<file path="config.mk">
export PLATFORM = sky130hd
export DESIGN_NAME = prng_req_arb_flat
export DESIGN_NICKNAME = d
export VERILOG_FILES = /design/src/rtl/prng_req_arb_if.sv /design/src/rtl/prng_req_arb.sv /design/src/flat_wrapper.sv
export SDC_FILE = /design/constraint.sdc
export NUM_CORES = 1
export LEC_CHECK = 0
export CORE_MARGIN = 8
export CORE_UTILIZATION = 25
export DETAILED_ROUTE_END_ITERATION = 16
export GPL_ROUTABILITY_DRIVEN = 0
export PLACE_DENSITY = 0.62
export SLEW_MARGIN = 10
export SYNTH_ARGS = -nofsm -noshare
export SYNTH_HDL_FRONTEND = slang
export SYNTH_SLANG_ARGS = --single-unit
</file>
<file path="constraint.sdc">
create_clock -name clk -period 2.6 [get_ports clk]
set_input_delay 0.65 -clock clk [delete_from_list [all_inputs] [get_ports clk]]
set_output_delay 0.65 -clock clk [all_outputs]
set_load 0.01 [all_outputs]
</file>
<file path="src/rtl/prng_req_arb_if.sv">
// prng_req_arb_if: requester, seed and PRNG-core handshake bundle for prng_req_arb
// slave = arbiter side, master = requesters plus core side.
interface prng_req_arb_if #(
  parameter int NREQ = 4,
  parameter int DW = 32
);
  logic [NREQ-1:0] req;
  logic [NREQ-1:0] ack;
  logic [NREQ-1:0] err;
  logic [DW-1:0] rdata;
  logic [2:0] gnt_id;
  logic seed_load;
  logic [DW-1:0] seed_value;
  logic seed_busy;
  logic prng_step;
  logic prng_done;
  logic [DW-1:0] prng_out;
  logic prng_seed_we;
  logic [DW-1:0] prng_seed;
  modport slave (
    input req, seed_load, seed_value, prng_done, prng_out,
    output ack, err, rdata, gnt_id, seed_busy, prng_step, prng_seed_we, prng_seed
  );
  modport master (
    output req, seed_load, seed_value, prng_done, prng_out,
    input ack, err, rdata, gnt_id, seed_busy, prng_step, prng_seed_we, prng_seed
  );
endinterface

</file>
<file path="src/rtl/prng_req_arb.sv">
// prng_req_arb: round-robin sharing of one PRNG core among NREQ requesters with seed sequencing and step watchdog
// Ports: clk, rst (async, active-low), bus (prng_req_arb_if.slave):
//   req/ack/err/rdata/gnt_id to requesters, seed_load/seed_value/seed_busy for seeding,
//   prng_step/prng_done/prng_out/prng_seed_we/prng_seed to the core.
module prng_req_arb #(
  parameter int NREQ = 4,
  parameter int DW = 32,
  parameter int TIMEOUT = 16
) (
  input logic clk,
  input logic rst,
  prng_req_arb_if.slave bus
);
  localparam int CW = $clog2(TIMEOUT);
  localparam int IW = $clog2(NREQ);
  typedef enum logic [2:0] {IDLE, STEP, WAIT, DONE, SEED} state_t;
  state_t r_state;
  logic [2:0] r_ptr;
  logic [2:0] r_gnt;
  logic [CW-1:0] r_cnt;
  logic [NREQ-1:0] r_ack;
  logic [NREQ-1:0] r_err;
  logic [DW-1:0] r_rdata;
  logic [DW-1:0] r_seed;
  logic r_pend;
  logic r_step;
  logic r_seed_we;
  logic w_found;
  logic [2:0] w_pick;
  logic [IW-1:0] w_idx;
  logic [NREQ-1:0] w_gnt_oh;
  // Scan offsets from farthest to nearest so the nearest set req after ptr wins.
  always_comb begin
    w_found = 1'b0;
    w_pick = r_ptr;
    w_idx = '0;
    for (int k = NREQ; k >= 1; k--) begin
      w_idx = IW'((int'(r_ptr) + k) % NREQ);
      if (bus.req[w_idx]) begin
        w_found = 1'b1;
        w_pick = 3'(w_idx);
      end
    end
  end
  assign w_gnt_oh = NREQ'(1) << r_gnt;
  always_ff @(posedge clk or negedge rst) begin
    if (!rst) begin
      r_state <= IDLE;
      r_ptr <= 3'(NREQ - 1);
      r_gnt <= '0;
      r_cnt <= '0;
      r_ack <= '0;
      r_err <= '0;
      r_rdata <= '0;
      r_seed <= '0;
      r_pend <= 1'b0;
      r_step <= 1'b0;
      r_seed_we <= 1'b0;
    end else begin
      // A load during SEED re-arms pend with the new value, so it is never lost.
      if (bus.seed_load) begin
        r_seed <= bus.seed_value;
        r_pend <= 1'b1;
      end else if (r_state == SEED) begin
        r_pend <= 1'b0;
      end
      case (r_state)
        IDLE: begin
          if (bus.seed_load || r_pend) begin
            r_seed_we <= 1'b1;
            r_state <= SEED;
          end else if (w_found) begin
            r_gnt <= w_pick;
            r_step <= 1'b1;
            r_state <= STEP;
          end
        end
        SEED: begin
          r_seed_we <= 1'b0;
          r_state <= IDLE;
        end
        STEP: begin
          r_step <= 1'b0;
          r_cnt <= '0;
          r_state <= WAIT;
        end
        WAIT: begin
          if (bus.prng_done) begin
            r_rdata <= bus.prng_out;
            r_ack <= w_gnt_oh;
            r_state <= DONE;
          end else if (r_cnt == CW'(TIMEOUT - 1)) begin
            r_err <= w_gnt_oh;
            r_state <= DONE;
          end else begin
            r_cnt <= r_cnt + 1'b1;
          end
        end
        DONE: begin
          r_ack <= '0;
          r_err <= '0;
          r_ptr <= r_gnt;
          r_state <= IDLE;
        end
        default: r_state <= IDLE;
      endcase
    end
  end
  assign bus.ack = r_ack;
  assign bus.err = r_err;
  assign bus.rdata = r_rdata;
  assign bus.gnt_id = r_gnt;
  assign bus.seed_busy = r_pend;
  assign bus.prng_step = r_step;
  assign bus.prng_seed_we = r_seed_we;
  assign bus.prng_seed = r_seed;
endmodule

</file>
<file path="src/flat_wrapper.sv">
// flat-port wrapper written by rule: the top's interface ports become plain ports
module prng_req_arb_flat 
#(
  parameter int NREQ = 4,
  parameter int DW = 32,
  parameter int TIMEOUT = 16
)
  (clk, rst, bus_req, bus_seed_load, bus_seed_value, bus_prng_done, bus_prng_out, bus_ack, bus_err, bus_rdata, bus_gnt_id, bus_seed_busy, bus_prng_step, bus_prng_seed_we, bus_prng_seed);
  prng_req_arb_if #(.NREQ(NREQ), .DW(DW)) bus_i ();
  input logic clk;
  input logic rst;
  input wire logic [$bits(bus_i.req)-1:0] bus_req;
  input wire logic [$bits(bus_i.seed_load)-1:0] bus_seed_load;
  input wire logic [$bits(bus_i.seed_value)-1:0] bus_seed_value;
  input wire logic [$bits(bus_i.prng_done)-1:0] bus_prng_done;
  input wire logic [$bits(bus_i.prng_out)-1:0] bus_prng_out;
  output wire logic [$bits(bus_i.ack)-1:0] bus_ack;
  output wire logic [$bits(bus_i.err)-1:0] bus_err;
  output wire logic [$bits(bus_i.rdata)-1:0] bus_rdata;
  output wire logic [$bits(bus_i.gnt_id)-1:0] bus_gnt_id;
  output wire logic [$bits(bus_i.seed_busy)-1:0] bus_seed_busy;
  output wire logic [$bits(bus_i.prng_step)-1:0] bus_prng_step;
  output wire logic [$bits(bus_i.prng_seed_we)-1:0] bus_prng_seed_we;
  output wire logic [$bits(bus_i.prng_seed)-1:0] bus_prng_seed;
  assign bus_i.req = bus_req;
  assign bus_i.seed_load = bus_seed_load;
  assign bus_i.seed_value = bus_seed_value;
  assign bus_i.prng_done = bus_prng_done;
  assign bus_i.prng_out = bus_prng_out;
  assign bus_ack = bus_i.ack;
  assign bus_err = bus_i.err;
  assign bus_rdata = bus_i.rdata;
  assign bus_gnt_id = bus_i.gnt_id;
  assign bus_seed_busy = bus_i.seed_busy;
  assign bus_prng_step = bus_i.prng_step;
  assign bus_prng_seed_we = bus_i.prng_seed_we;
  assign bus_prng_seed = bus_i.prng_seed;
  prng_req_arb #(.NREQ(NREQ), .DW(DW), .TIMEOUT(TIMEOUT)) u_core (.clk(clk), .rst(rst), .bus(bus_i));
endmodule
</file>
==> results.sh <==
export IMPL_overflow=0
export IMPL_ioPinCount=150
export IMPL_clock_sinks=87
export IMPL_worst_slew_pin_slew_ps=673
export IMPL_maxCapViolCount=0
export IMPL_htreeDepth=3
export IMPL_hold_buffers=0
export IMPL_arrival_ps=2290
export IMPL_clkTransAtPathRegs_ps=60
export IMPL_diodes=0
export IMPL_postCtsResizedCells=0
export IMPL_drtPass1Iterations=4
export IMPL_yosysTopAreaCell="dfrtp_1"
export IMPL_cp_max_fo=39
export IMPL_drt_drc_violations_left=0
export IMPL_grt_pass1_wl_um=15000
export IMPL_p_per_area_mw_per_mm2=995
export IMPL_routed_wl_um=9390
export IMPL_cts_root_buffer_cell="clkbuf_16"
export IMPL_avgViaCountPerCell=4.36
export IMPL_dp_slack_ps=187
export IMPL_synth_seq_cells=87
export IMPL_critPathTopFamily="buffers and inverters"
export IMPL_finalClockSkew_ps=4.70
export IMPL_layout_drive_gt1_share_pct=24.9
export IMPL_status="finished clean"
export IMPL_ys_top_cells_by_area="dfrtp_1 (61%), mux2_2 (23%), dfstp_2 (1.5%)"
export IMPL_hpwl_um=7120
export IMPL_power_leakage_uw=0.00231
export IMPL_slowest_stage="clkdlybuf4s50_1"
export IMPL_synth_edff_count=0
export IMPL_fin_crit_ps=2070
export IMPL_yosys_cell_types_count=39
export IMPL_drt_iter0_markers=93
export IMPL_fmax_mhz=483
export IMPL_yosysTopAreaCellShare_pct=61.0
export IMPL_syn_nets=306
export IMPL_antenna_found_initial=1
export IMPL_core_area_sq_mm=0.0138
export IMPL_setup_viol=0
export IMPL_yosys_top_cells_count="dfrtp_1 (85), mux2_2 (70), nor2_1 (7), o21ai_0 (7), inv_1 (5)"
export IMPL_yosysWarnings=0
export IMPL_slowest_delay_ps=580
export IMPL_synthFlopType="dfrtp_1"
export IMPL_seq_area_frac_synth_pct=62.5
export IMPL_crit_path_end_kind="flip-flop"
export IMPL_finalCritPeriodShare_pct=79.6
export IMPL_synthCells=233
export IMPL_maxSlewHeadroom_pct=55.1
export IMPL_n_fill_cell=1313
export IMPL_irDropWorstVdd_mv=0.273
export IMPL_grt_pass1_vias=2821
export IMPL_required_ps=2820
export IMPL_hold_viol=0
export IMPL_hp_class="input port to asynchronous set/reset pin"
export IMPL_synthArstFlopShare_pct=100
export IMPL_slew_viol_final=0
export IMPL_cts_buffer_depth=2
export IMPL_nets=457
export IMPL_grt_use_total_pct=10.7
export IMPL_wl_per_cell_um=16.5
export IMPL_area_growth_pct=58.5
export IMPL_rsz0062_at_grt="no"
export IMPL_ff_latch_area_sq_mm=0.00218
export IMPL_clock_latency_ps=340
export IMPL_setup_slack_ps=530
export IMPL_initial_core_util_pct=25.3
export IMPL_drt_antenna_violating_nets=0
export IMPL_hold_ws_ps=337
export IMPL_cts_tree="done"
export IMPL_cts_setup_buffers=0
export IMPL_rows=43
export IMPL_cp_start_kind="input port"
export IMPL_setup_tns_ps=0
export IMPL_critPathKind="input port to flip-flop"
export IMPL_syn_area_sq_mm=0.00349
export IMPL_die_area_sq_mm=0.0180
export IMPL_die_width_um=134
export IMPL_vias=2483
export IMPL_synth_most_common_cell="dfrtp_1"
export IMPL_grt_max_degree=51
export IMPL_numCtsBuffers=9
export IMPL_syn_mean_instance_area_sq_um=15.0
export IMPL_crit_buf_inv=2
export IMPL_numPortBuffers=149
export IMPL_worstPathCellList="clkdlybuf4s50_1, nand2b_1, nor3b_2, buf_12, mux2_2"
export IMPL_die_height_um=134
export IMPL_multi_input_area_sq_mm=0.00122
-- state kept, by name (all words and copies together), names as in the netlist --
signal	cells
u_core.bus.ack	4
u_core.r_cnt	4
u_core.bus.prng_seed_we	1
u_core.bus.rdata	32
u_core.bus.gnt_id	3
u_core.bus.seed_busy	1
u_core.r_state	3
u_core.r_ptr	2
u_core.bus.err	4
u_core.bus.prng_seed	32
u_core.bus.prng_step	1
-- power by group --
| part | internal, uW | switching (uW) | leakage (uW) | total [uW] |
|---|---|---|---|---|
| Sequential | 1810 | 304 | 0.00106 | 2110 |
| Combinational | 1180 | 711 | 0.00108 | 1890 |
| Clock | 962 | 533 | 0.000168 | 1490 |
| Total | 3950 | 1550 | 0.00231 | 5500 |
-- layer usage --
layer,up-vias,share of wire [%],track usage (%)
met1,1253,38,10.8
met4,2,1.9,5.43
met5,-,0.14,0
li1,1147,-,-
met3,12,9.3,5.01
met2,69,51,18.2
-- metrics by stage --
stage               util, %  std cells  total power, uW  cell area [sq um]
floorplan                 -        233             2940               3490
global placement       37.6        553             4020               5180
detailed placement     37.6        553             4070               5180
CTS                    40.2        569             5610               5530
global route           40.2        569             5820               5530
finish                 40.2        569             5500               5530
-- layout make-up --
type	count	share of cell area [%]
flip-flops and latches	87	39.4
repair buffers	152	27.8
multi-input cells	129	22.1
clock buffers	10	4.32
well taps	180	4.07
clock inverters	6	1.95
inverters	5	0.339
-- cells in the final DEF (no fill, tap or decap), types with 2 or more instances in the layout --
| cell | count |
|---|---|
| inv_1 | 5 |
| mux2i_1 | 2 |
| dfstp_2 | 2 |
| nor4_1 | 3 |
| clkinv_2 | 2 |
| bufinv_16 | 3 |
| and3_1 | 3 |
| buf_4 | 2 |
| clkdlybuf4s50_1 | 148 |
| o21a_1 | 2 |
| o221ai_1 | 2 |
| nand3_1 | 3 |
| a22o_1 | 4 |
| o211ai_1 | 2 |
| buf_12 | 2 |
| clkbuf_16 | 9 |
| nand2_1 | 3 |
| mux2_2 | 70 |
| dfrtp_1 | 85 |
| nor2_1 | 7 |
| a21oi_1 | 2 |
| nand2b_1 | 2 |
| o21ai_0 | 7 |
-- worst reg2reg max path, stage by stage (launching register included) --
cell,delay (ps)
dfrtp_1,530
or3b_1,520
or2_4,340
nand4b_4,120
mux2_2,340
-- cell families (layout without fill, tap and decap cells) --
| group | count (synthesis) | in the layout | synth area share, % |
|---|---|---|---|
| flip-flops | 87 | 87 | 62.5 |
| AO/OA/AOI/OAI | 26 | 26 | 6.06 |
| AND/OR/NAND/NOR | 30 | 30 | 5.34 |
| adder cells (fa/ha/maj) | 1 | 1 | 0.359 |
| multiplexers | 72 | 72 | 23.2 |
| buffers and inverters | 17 | 173 | 2.58 |
-- final timing paths --
kind	startpoint	cells after the start	slack [ps]	to
setup / recovery	bus_prng_done	5	530	u_core.bus.rdata[24]$_DFFE_PN0P_
hold / removal	rst	1	340	u_core.bus.rdata[12]$_DFFE_PN0P_
setup reg to reg	u_core.r_state[1]$_DFFE_PN0P_	4	640	u_core.bus.err[0]$_DFFE_PN0P_
hold reg to reg	u_core.bus.prng_seed_we$_DFFE_PN0P_	1	500	u_core.bus.prng_seed_we$_DFFE_PN0P_
max in group asynchronous	rst	2	1600	u_core.bus.prng_seed[3]$_DFFE_PN0P_
min in group clk	u_core.bus.prng_seed_we$_DFFE_PN0P_	1	500	u_core.bus.prng_seed_we$_DFFE_PN0P_
No activity file was read; power rests on OpenSTA's default activity.
